==> src/rtl/addsub_pkg.sv <==
// -----------------------------------------------------------------------------
// addsub_pkg
//   Shared types and defaults for the serial adder/subtractor.
//   - state_t      : controller states (IDLE, RUN, DONE)
//   - DEF_WIDTH    : default operand/result width
//   - DEF_SLICE_W  : default bits processed per RUN cycle
//   - idx_width()  : slice-index counter width, never below one bit
// -----------------------------------------------------------------------------
package addsub_pkg;

  typedef enum logic [1:0] {
    IDLE = 2'd0,
    RUN  = 2'd1,
    DONE = 2'd2
  } state_t;

  localparam int DEF_WIDTH   = 32;
  localparam int DEF_SLICE_W = 4;

  // A single-slice configuration still needs a one-bit counter to exist.
  function automatic int idx_width(input int n);
    return (n > 1) ? $clog2(n) : 1;
  endfunction

endpackage : addsub_pkg

==> src/rtl/addsub_slice.sv <==
// -----------------------------------------------------------------------------
// addsub_slice
//   Combinational W-bit ripple-carry adder built from full adders.
//   Ports:
//     cout : carry out of the most significant bit
//     sum  : W-bit sum of a + b + cin
//     a, b : W-bit addends (b arrives already inverted for subtraction)
//     cin  : carry in from the previous slice
// -----------------------------------------------------------------------------
module addsub_slice #(
  parameter int W = 4
) (
  output logic         cout,
  output logic [W-1:0] sum,
  input  logic [W-1:0] a,
  input  logic [W-1:0] b,
  input  logic         cin
);

  always_comb begin
    logic c;
    c   = cin;
    sum = '0;
    for (int i = 0; i < W; i++) begin
      sum[i] = a[i] ^ b[i] ^ c;
      c      = (a[i] & b[i]) | (c & (a[i] ^ b[i]));
    end
    cout = c;
  end

endmodule : addsub_slice

==> src/rtl/addsub_serial.sv <==
// -----------------------------------------------------------------------------
// addsub_serial
//   Multi-cycle adder/subtractor processing SLICE_W bits per clock.
//   sub=0 computes a+b, sub=1 computes a-b as a + ~b + 1. Result and carry
//   match a full-width ripple-carry adder bit for bit.
//   Ports:
//     clk, rst_n            : clock (rising edge), async active-low reset
//     in_valid / in_ready   : request handshake; a, b, sub sampled on accept
//     a, b                  : WIDTH-bit operands
//     sub                   : 0 = add, 1 = subtract
//     out_valid / out_ready : response handshake; sum, cout held until taken
//     sum                   : WIDTH-bit result, modulo 2^WIDTH
//     cout                  : carry out; for subtraction 1 means a >= b
//   Latency: out_valid rises WIDTH/SLICE_W edges after the accept edge.
// -----------------------------------------------------------------------------
module addsub_serial
  import addsub_pkg::*;
#(
  parameter int WIDTH   = DEF_WIDTH,
  parameter int SLICE_W = DEF_SLICE_W
) (
  input  logic             clk,
  input  logic             rst_n,
  input  logic             in_valid,
  output logic             in_ready,
  input  logic [WIDTH-1:0] a,
  input  logic [WIDTH-1:0] b,
  input  logic             sub,
  output logic             out_valid,
  input  logic             out_ready,
  output logic [WIDTH-1:0] sum,
  output logic             cout
);

  localparam int N     = WIDTH / SLICE_W;
  localparam int IDX_W = idx_width(N);
  localparam logic [IDX_W-1:0] LAST_IDX = IDX_W'(N - 1);

  if (WIDTH % SLICE_W != 0) begin : g_bad_slice
    $error("addsub_serial: WIDTH (%0d) must be a multiple of SLICE_W (%0d)",
           WIDTH, SLICE_W);
  end

  state_t             state_q, state_d;
  logic [IDX_W-1:0]   idx_q;
  logic               carry_q;
  logic               cout_q;
  logic [WIDTH-1:0]   a_q;
  logic [WIDTH-1:0]   b_q;     // already inverted when subtracting
  logic [WIDTH-1:0]   sum_q;

  logic [SLICE_W-1:0] slice_a;
  logic [SLICE_W-1:0] slice_b;
  logic [SLICE_W-1:0] slice_sum;
  logic               slice_cout;
  logic               accept;
  logic               step;
  logic               last_step;

  // ---------------------------------------------------------------------------
  // Controller
  // ---------------------------------------------------------------------------
  always_ff @(posedge clk or negedge rst_n) begin
    if (!rst_n) state_q <= IDLE;
    else        state_q <= state_d;
  end

  // NOTE: every output of this block gets a default first, so no path through
  // the case statement leaves a signal unassigned and infers a latch.
  always_comb begin
    state_d   = state_q;
    in_ready  = 1'b0;
    out_valid = 1'b0;
    unique case (state_q)
      IDLE: begin
        in_ready = 1'b1;
        if (in_valid) state_d = RUN;
      end
      RUN: begin
        if (idx_q == LAST_IDX) state_d = DONE;
      end
      DONE: begin
        out_valid = 1'b1;
        if (out_ready) state_d = IDLE;
      end
      default: state_d = IDLE;
    endcase
  end

  assign accept    = in_valid & in_ready;
  assign step      = (state_q == RUN);
  assign last_step = step & (idx_q == LAST_IDX);

  // ---------------------------------------------------------------------------
  // Datapath: one shared slice, operands selected by the slice index
  // ---------------------------------------------------------------------------
  assign slice_a = a_q[idx_q*SLICE_W +: SLICE_W];
  assign slice_b = b_q[idx_q*SLICE_W +: SLICE_W];

  addsub_slice #(
    .W (SLICE_W)
  ) u_slice (
    .cout (slice_cout),
    .sum  (slice_sum),
    .a    (slice_a),
    .b    (slice_b),
    .cin  (carry_q)
  );

  // NOTE: sequential state uses non-blocking assignments so every flop samples
  // the pre-edge value of its inputs regardless of statement order.
  // Operand registers are reset along with the control state, so an aborted
  // operation leaves nothing behind for the next one.
  always_ff @(posedge clk or negedge rst_n) begin
    if (!rst_n) begin
      idx_q   <= '0;
      carry_q <= 1'b0;
      cout_q  <= 1'b0;
      a_q     <= '0;
      b_q     <= '0;
      sum_q   <= '0;
    end else if (accept) begin
      a_q     <= a;
      b_q     <= sub ? ~b : b;
      carry_q <= sub;             // +1 of the two's-complement negation
      idx_q   <= '0;
    end else if (step) begin
      sum_q[idx_q*SLICE_W +: SLICE_W] <= slice_sum;
      carry_q <= slice_cout;
      if (last_step) begin
        cout_q <= slice_cout;
        idx_q  <= '0;
      end else begin
        idx_q  <= idx_q + IDX_W'(1);
      end
    end
  end

  assign sum  = sum_q;
  assign cout = cout_q;

endmodule : addsub_serial

==> config.mk <==
export PLATFORM = sky130hd
export DESIGN_NAME = addsub_serial
export DESIGN_NICKNAME = d
export VERILOG_FILES = /design/src/rtl/addsub_pkg.sv /design/src/rtl/addsub_slice.sv /design/src/rtl/addsub_serial.sv
export SDC_FILE = /design/constraint.sdc
export NUM_CORES = 1
export LEC_CHECK = 0
export ABC_CLOCK_PERIOD_IN_PS = 3950
export CAP_MARGIN = 15
export CORE_MARGIN = 3
export CORE_UTILIZATION = 53
export CTS_CLUSTER_SIZE = 40
export DETAILED_ROUTE_END_ITERATION = 10
export DONT_BUFFER_PORTS = 1
export PLACE_DENSITY = 0.71
export SLEW_MARGIN = 20
export SYNTH_ARGS = -nofsm -noshare
export SYNTH_HDL_FRONTEND = slang
export SYNTH_SLANG_ARGS = --single-unit
==> constraint.sdc <==
create_clock -name clk -period 3.95 [get_ports clk]
set_clock_uncertainty 0.05 [all_clocks]
set_input_delay 0.9875 -clock clk [delete_from_list [all_inputs] [get_ports clk]]
set_output_delay 0.9875 -clock clk [all_outputs]
set_load 0.02 [all_outputs]
==> results_dict.tcl, run 1 <==
set metrics [dict create \
    synth_area_um2 4930 \
    critPathSlowestCell "dfrtp_1" \
    postRouteAntennaNets 0 \
    drive_gt1_frac 0.270 \
    grt_pass1_vias 3033 \
    dr.pass1.iters 4 \
    totalWireLength_um 9440 \
    path_buf_inv 3 \
    htreeDepth 3 \
    postSynthCellCount 390 \
    cap_viol_max_count 0 \
    cp_max_fo 11 \
    status "complete, no violations" \
    synth.net_count 470 \
    cts_resized 0 \
    fp-row-count 34 \
    overflow 0 \
    ys_warn_count 0 \
    min_path_type "in2async" \
    cp_cell_sequence "mux4_2, nand2_1, nand2_1, fa_1, inv_1, fa_1, fa_1, inv_1, fa_1, inv_1, nor2_1, mux2_2" \
    ff_latch_area_um2 2580 \
    worst_slew_pin_slew_ns 0.634 \
    syn_avg_cell_area_um2 12.6 \
    power_mw 4.91 \
    yosys-top-cells-area "dfrtp_1 52%, mux2_2 14%, mux4_2 7.3%" \
    fin_util 0.589 \
    slew_headroom 0.574 \
    die_h_um 102 \
    start_kind "flop" \
    n_antenna_cell 0 \
    layout_common_cells "103 x dfrtp_1, 62 x mux2_2, 47 x nor2_1" \
    path_delay_family "adder cells" \
    whs_ns 0.255 \
    cts_sinks 103 \
    period_share 0.862 \
    via_per_inst 5.71 \
    gp_congestion 0.888 \
    crit_arrival_ns 3.61 \
    synthArstFlopShare 1.00 \
    die_x_um 102 \
    required_ns 4.15 \
    drc_errors 0 \
    ys_seq_elements 103 \
    power_density_nw_per_um2 937 \
    wire_per_inst_um 18.9 \
    dieArea_um2 10500 \
    post_cts_buffers 0 \
    leakagePower_nw 2.23 \
    hold_buffers 0 \
    n_fill_cell 746 \
    track_usage 0.190 \
    path_clk_slew_ns 0.10 \
    cts.root.buffer_cell "clkbuf_8" \
    ir_worst_vdd_mv 0.425 \
    synth_top_cell_by_area "dfrtp_1" \
    core-area_um2 8890 \
    max_stage_delay_ns 0.69 \
    synth.top_cell.area_share 0.523 \
    cts_tree "yes" \
    layout_commonest_cell "dfrtp_1" \
    initial_core_util 0.554 \
    cp_common_cell "fa_1" \
    io_buffers 0 \
    finalSetupViolations 0 \
    synth_cell_types 31 \
    layout_min_cycle_time_ns 3.40 \
    synth-seq-area-share 0.523 \
    finalHoldViolCount 0 \
    crit_type "reg2reg" \
    grt_max_degree 104 \
    clockBufferDepth 2 \
    antenna_found_initial 0 \
    fmax_mhz 294 \
    rsz0062_at_grt "no" \
    area_growth_pct 6.17 \
    insertion_delay_ns 0.36 \
    ios 104 \
    synth-main-ff-cell "dfrtp_1" \
    synth_edf_count 0 \
    vias 2854 \
    place_hpwl_um 6820 \
    end_kind "flop" \
    slew_violations 0 \
    multi_input_area_um2 2230 \
    grt_first_pass_wirelength_um 15200 \
    nets 467 \
    setup_tns_ns 0 \
    numCtsBuffers 9 \
    drtIter0Drc 149 \
]
## sequential cells by signal (all words and copies together), names as in the netlist
register	count
a_q	32
b_q	32
cout	1
sum	32
idx_q	3
carry_q	1
state_q	2
## final timing paths
check / cells after the start / start / slack [ns] / end
setup / recovery: 12 / idx_q[1] / 0.55 / sum[7]
min in group clk: 1 / a_q[23] / 0.46 / a_q[23]
max in group asynchronous: 0 / rst_n / 3.47 / b_q[4]
setup reg to reg: 12 / idx_q[1] / 0.55 / sum[7]
hold / removal: 0 / rst_n / 0.26 / sum[29]
hold reg to reg: 1 / a_q[23] / 0.46 / a_q[23]
## metal layers
layer	wire [um]	vias up	track usage
met2	4920	76	0.329
met5	0	-	0
met4	80	0	0.0454
li1	-	1337	-
met1	3900	1434	0.234
met3	547	7	0.0580
## worst register-to-register path: stages, from the launching register on
cell and delay (ns):
dfrtp_1 0.69, mux4_2 0.58, nand2_1 0.08, nand2_1 0.08, fa_1 0.38, inv_1 0.07
fa_1 0.18, fa_1 0.20, inv_1 0.06, fa_1 0.47, inv_1 0.13, nor2_1 0.07
mux2_2 0.26
## logic make-up after synthesis
group	Yosys count	synth area share
AOI/OAI and AO/OA	42	0.0447
DFF	103	0.523
xor gates and xnor gates	32	0.0569
adders and majority gates	11	0.0340
and+or+nand+nor	88	0.0886
muxes	84	0.227
buffers and inverters	30	0.0261
## Yosys cell counts (2+ instances only)
library cell	number
dfrtp_1	103
mux2_2	62
nor2_1	47
a21oi_1	34
xnor2_1	32
nand2_1	19
mux4_2	16
clkbuf_1	11
inv_1	8
ha_1	7
mux2i_1	6
o21ai_0	5
buf_1	4
buf_2	4
fa_1	4
nor3_1	4
or4b_1	4
nor2b_1	3
a22o_1	2
nand2b_1	2
nand3b_1	2
or3b_2	2
## cell type report
cell class	count	area share
clock inverters	5	0.0122
flip-flops and latches	103	0.492
multi-input cells	257	0.426
clock buffers	11	0.0270
inverters	9	0.00645
well taps	108	0.0258
repair buffers	7	0.0100
## power breakdown
group | leakage, nW | switching, mW | internal [mW]
logic | 0.888 | 1.12 | 1.08
registers | 1.24 | 0.499 | 1.53
clock network | 0.101 | 0.357 | 0.316
## through the flow
step | setup slack (ns) | instances | instance area [um^2]
after floorplan | 0.733 | 390 | 4930
after global placement | 0.599 | 484 | 5030
after detailed placement | 0.536 | 484 | 5030
after CTS | 0.528 | 500 | 5230
after global routing | 0.326 | 500 | 5230
final | 0.546 | 500 | 5230
No activity file was read; power rests on OpenSTA's default activity.
==> run 2: changes to the inputs <==
--- a/config.mk
+++ b/config.mk
@@ -8,11 +8,10 @@
 export ABC_CLOCK_PERIOD_IN_PS = 3950
 export CAP_MARGIN = 15
 export CORE_MARGIN = 3
-export CORE_UTILIZATION = 53
+export CORE_UTILIZATION = 51
 export CTS_CLUSTER_SIZE = 40
 export DETAILED_ROUTE_END_ITERATION = 10
-export DONT_BUFFER_PORTS = 1
-export PLACE_DENSITY = 0.71
+export PLACE_DENSITY = 0.83
 export SLEW_MARGIN = 20
 export SYNTH_ARGS = -nofsm -noshare
 export SYNTH_HDL_FRONTEND = slang
==> run 2 against run 1 <==
  * Sequential share of layout area fell by 8.3 points
  * Cell area rose by 20%
  * Critical path depth did not move
  * Fmax fell by 0.29%
  * Register-to-register slack barely moved
  * Power rose by 6.1%
  * Cell count rose by 25%
  * First-iteration DRC count rose by 8.1%
==> results_dict.tcl, run 2 (synthesized netlist as in run 1, its figures left out) <==
set metrics [dict create \
    io_buffers 103 \
    worst_slew_pin_slew_ns 0.847 \
    n_antenna_cell 0 \
    cts_tree "yes" \
    initial_core_util 0.529 \
    crit_arrival_ns 3.61 \
    end_kind "flop" \
    slew_headroom 0.435 \
    via_per_inst 5.29 \
    required_ns 4.15 \
    crit_type "reg2reg" \
    die_h_um 104 \
    gp_congestion 0.823 \
    wire_per_inst_um 16.3 \
    cap_viol_max_count 0 \
    max_stage_delay_ns 0.71 \
    layout_common_cells "103 x dfrtp_1, 101 x clkdlybuf4s50_1, 62 x mux2_2" \
    fmax_mhz 293 \
    insertion_delay_ns 0.35 \
    drtIter0Drc 161 \
    finalSetupViolations 0 \
    power_density_nw_per_um2 827 \
    numCtsBuffers 9 \
    drive_gt1_frac 0.218 \
    cp_cell_sequence "mux4_2, nand2_1, nand2_1, fa_1, inv_1, fa_1, fa_1, inv_1, fa_1, inv_1, nor2_1, mux2_2" \
    r2r_slack_ns 0.54 \
    finalHoldViolCount 0 \
    rsz0062_at_grt "no" \
    area_growth_pct 27.6 \
    totalWireLength_um 10200 \
    whs_ns 0.460 \
    cts_resized 0 \
    ios 104 \
    postRouteAntennaNets 0 \
    r2r-start "idx_q[1]" \
    overflow 0 \
    hold_start "sum[30]" \
    place_hpwl_um 7700 \
    hold_buffers 0 \
    critPathSlowestCell "dfrtp_1" \
    antenna_found_initial 0 \
    layout_commonest_cell "dfrtp_1" \
    post_cts_buffers 0 \
    drc_errors 0 \
    dr.pass1.iters 5 \
    ir_worst_vdd_mv 0.398 \
    nets 570 \
    grt_first_pass_wirelength_um 16900 \
    grt_pass1_vias 3427 \
    dieArea_um2 10900 \
    die_x_um 104 \
    cts_sinks 103 \
    setup_tns_ns 0 \
    clockBufferDepth 2 \
    vias 3299 \
    period_share 0.864 \
    track_usage 0.193 \
    status "complete, no violations" \
    htreeDepth 3 \
    start_kind "flop" \
    cts.root.buffer_cell "clkbuf_8" \
    cp_common_cell "fa_1" \
    path_clk_slew_ns 0.09 \
    core-area_um2 9330 \
    min_path_type "reg2reg" \
    critPathLaunch "idx_q[1]" \
    path_delay_family "adder cells" \
    cp_max_fo 14 \
    fp-row-count 35 \
    path_buf_inv 3 \
    grt_max_degree 73 \
    leakagePower_nw 2.62 \
    layout_min_cycle_time_ns 3.41 \
    slew_violations 0 \
]
[run 2: changes by cell type in the layout (fill, tap and decap cells not counted)]
cell / before / now
buf_12: 0 / 1
buf_2: 0 / 1
clkdlybuf4s50_1: 0 / 101
clkinv_2: 0 / 1
clkinv_4: 1 / 0
clkinvlp_4: 1 / 3
inv_6: 2 / 0
[run 2: final cells by class]
cell class                 instances  area [um^2]
timing repair buffer             110         1090
clock inverter                     5         57.6
clock buffer                      11          141
sequential                       103         2580
multi-input combinational        257         2230
inverter                           9         33.8
tap                              129          161
fill                             699         3040
[run 2: path summary, 6_finish.rpt]
path | endpoint | cells after the start
max | sum[15] | 12
min | sum[30] | 1
max reg2reg | sum[15] | 12
min reg2reg | sum[30] | 1
max in group asynchronous | a_q[29] | 2
min in group asynchronous | a_q[31] | 1
[run 2: through the flow]
step	setup WS, ns	total power, mW	util	cell area, um^2	instances
final	0.536	5.20	0.674	6290	624
after global routing	0.318	5.56	0.674	6290	624
after CTS	0.517	5.24	0.674	6290	624
after detailed placement	0.557	4.58	0.653	6090	608
after global placement	0.659	4.48	0.653	6090	608
after floorplan	0.733	3.66	-	4930	390
[run 2: power breakdown]
group | total (mW) | switching, mW | internal, mW
registers | 1.89 | 0.354 | 1.53
logic | 2.66 | 1.32 | 1.34
clock network | 0.652 | 0.343 | 0.309
total | 5.20 | 2.02 | 3.18
[run 2: layer usage]
layer	GRT usage	share of wire	up-vias
met5	0	0	-
met4	0.0579	0.016	0
met3	0.0304	0.040	13
met2	0.340	0.53	88
met1	0.246	0.42	1638
li1	-	-	1560
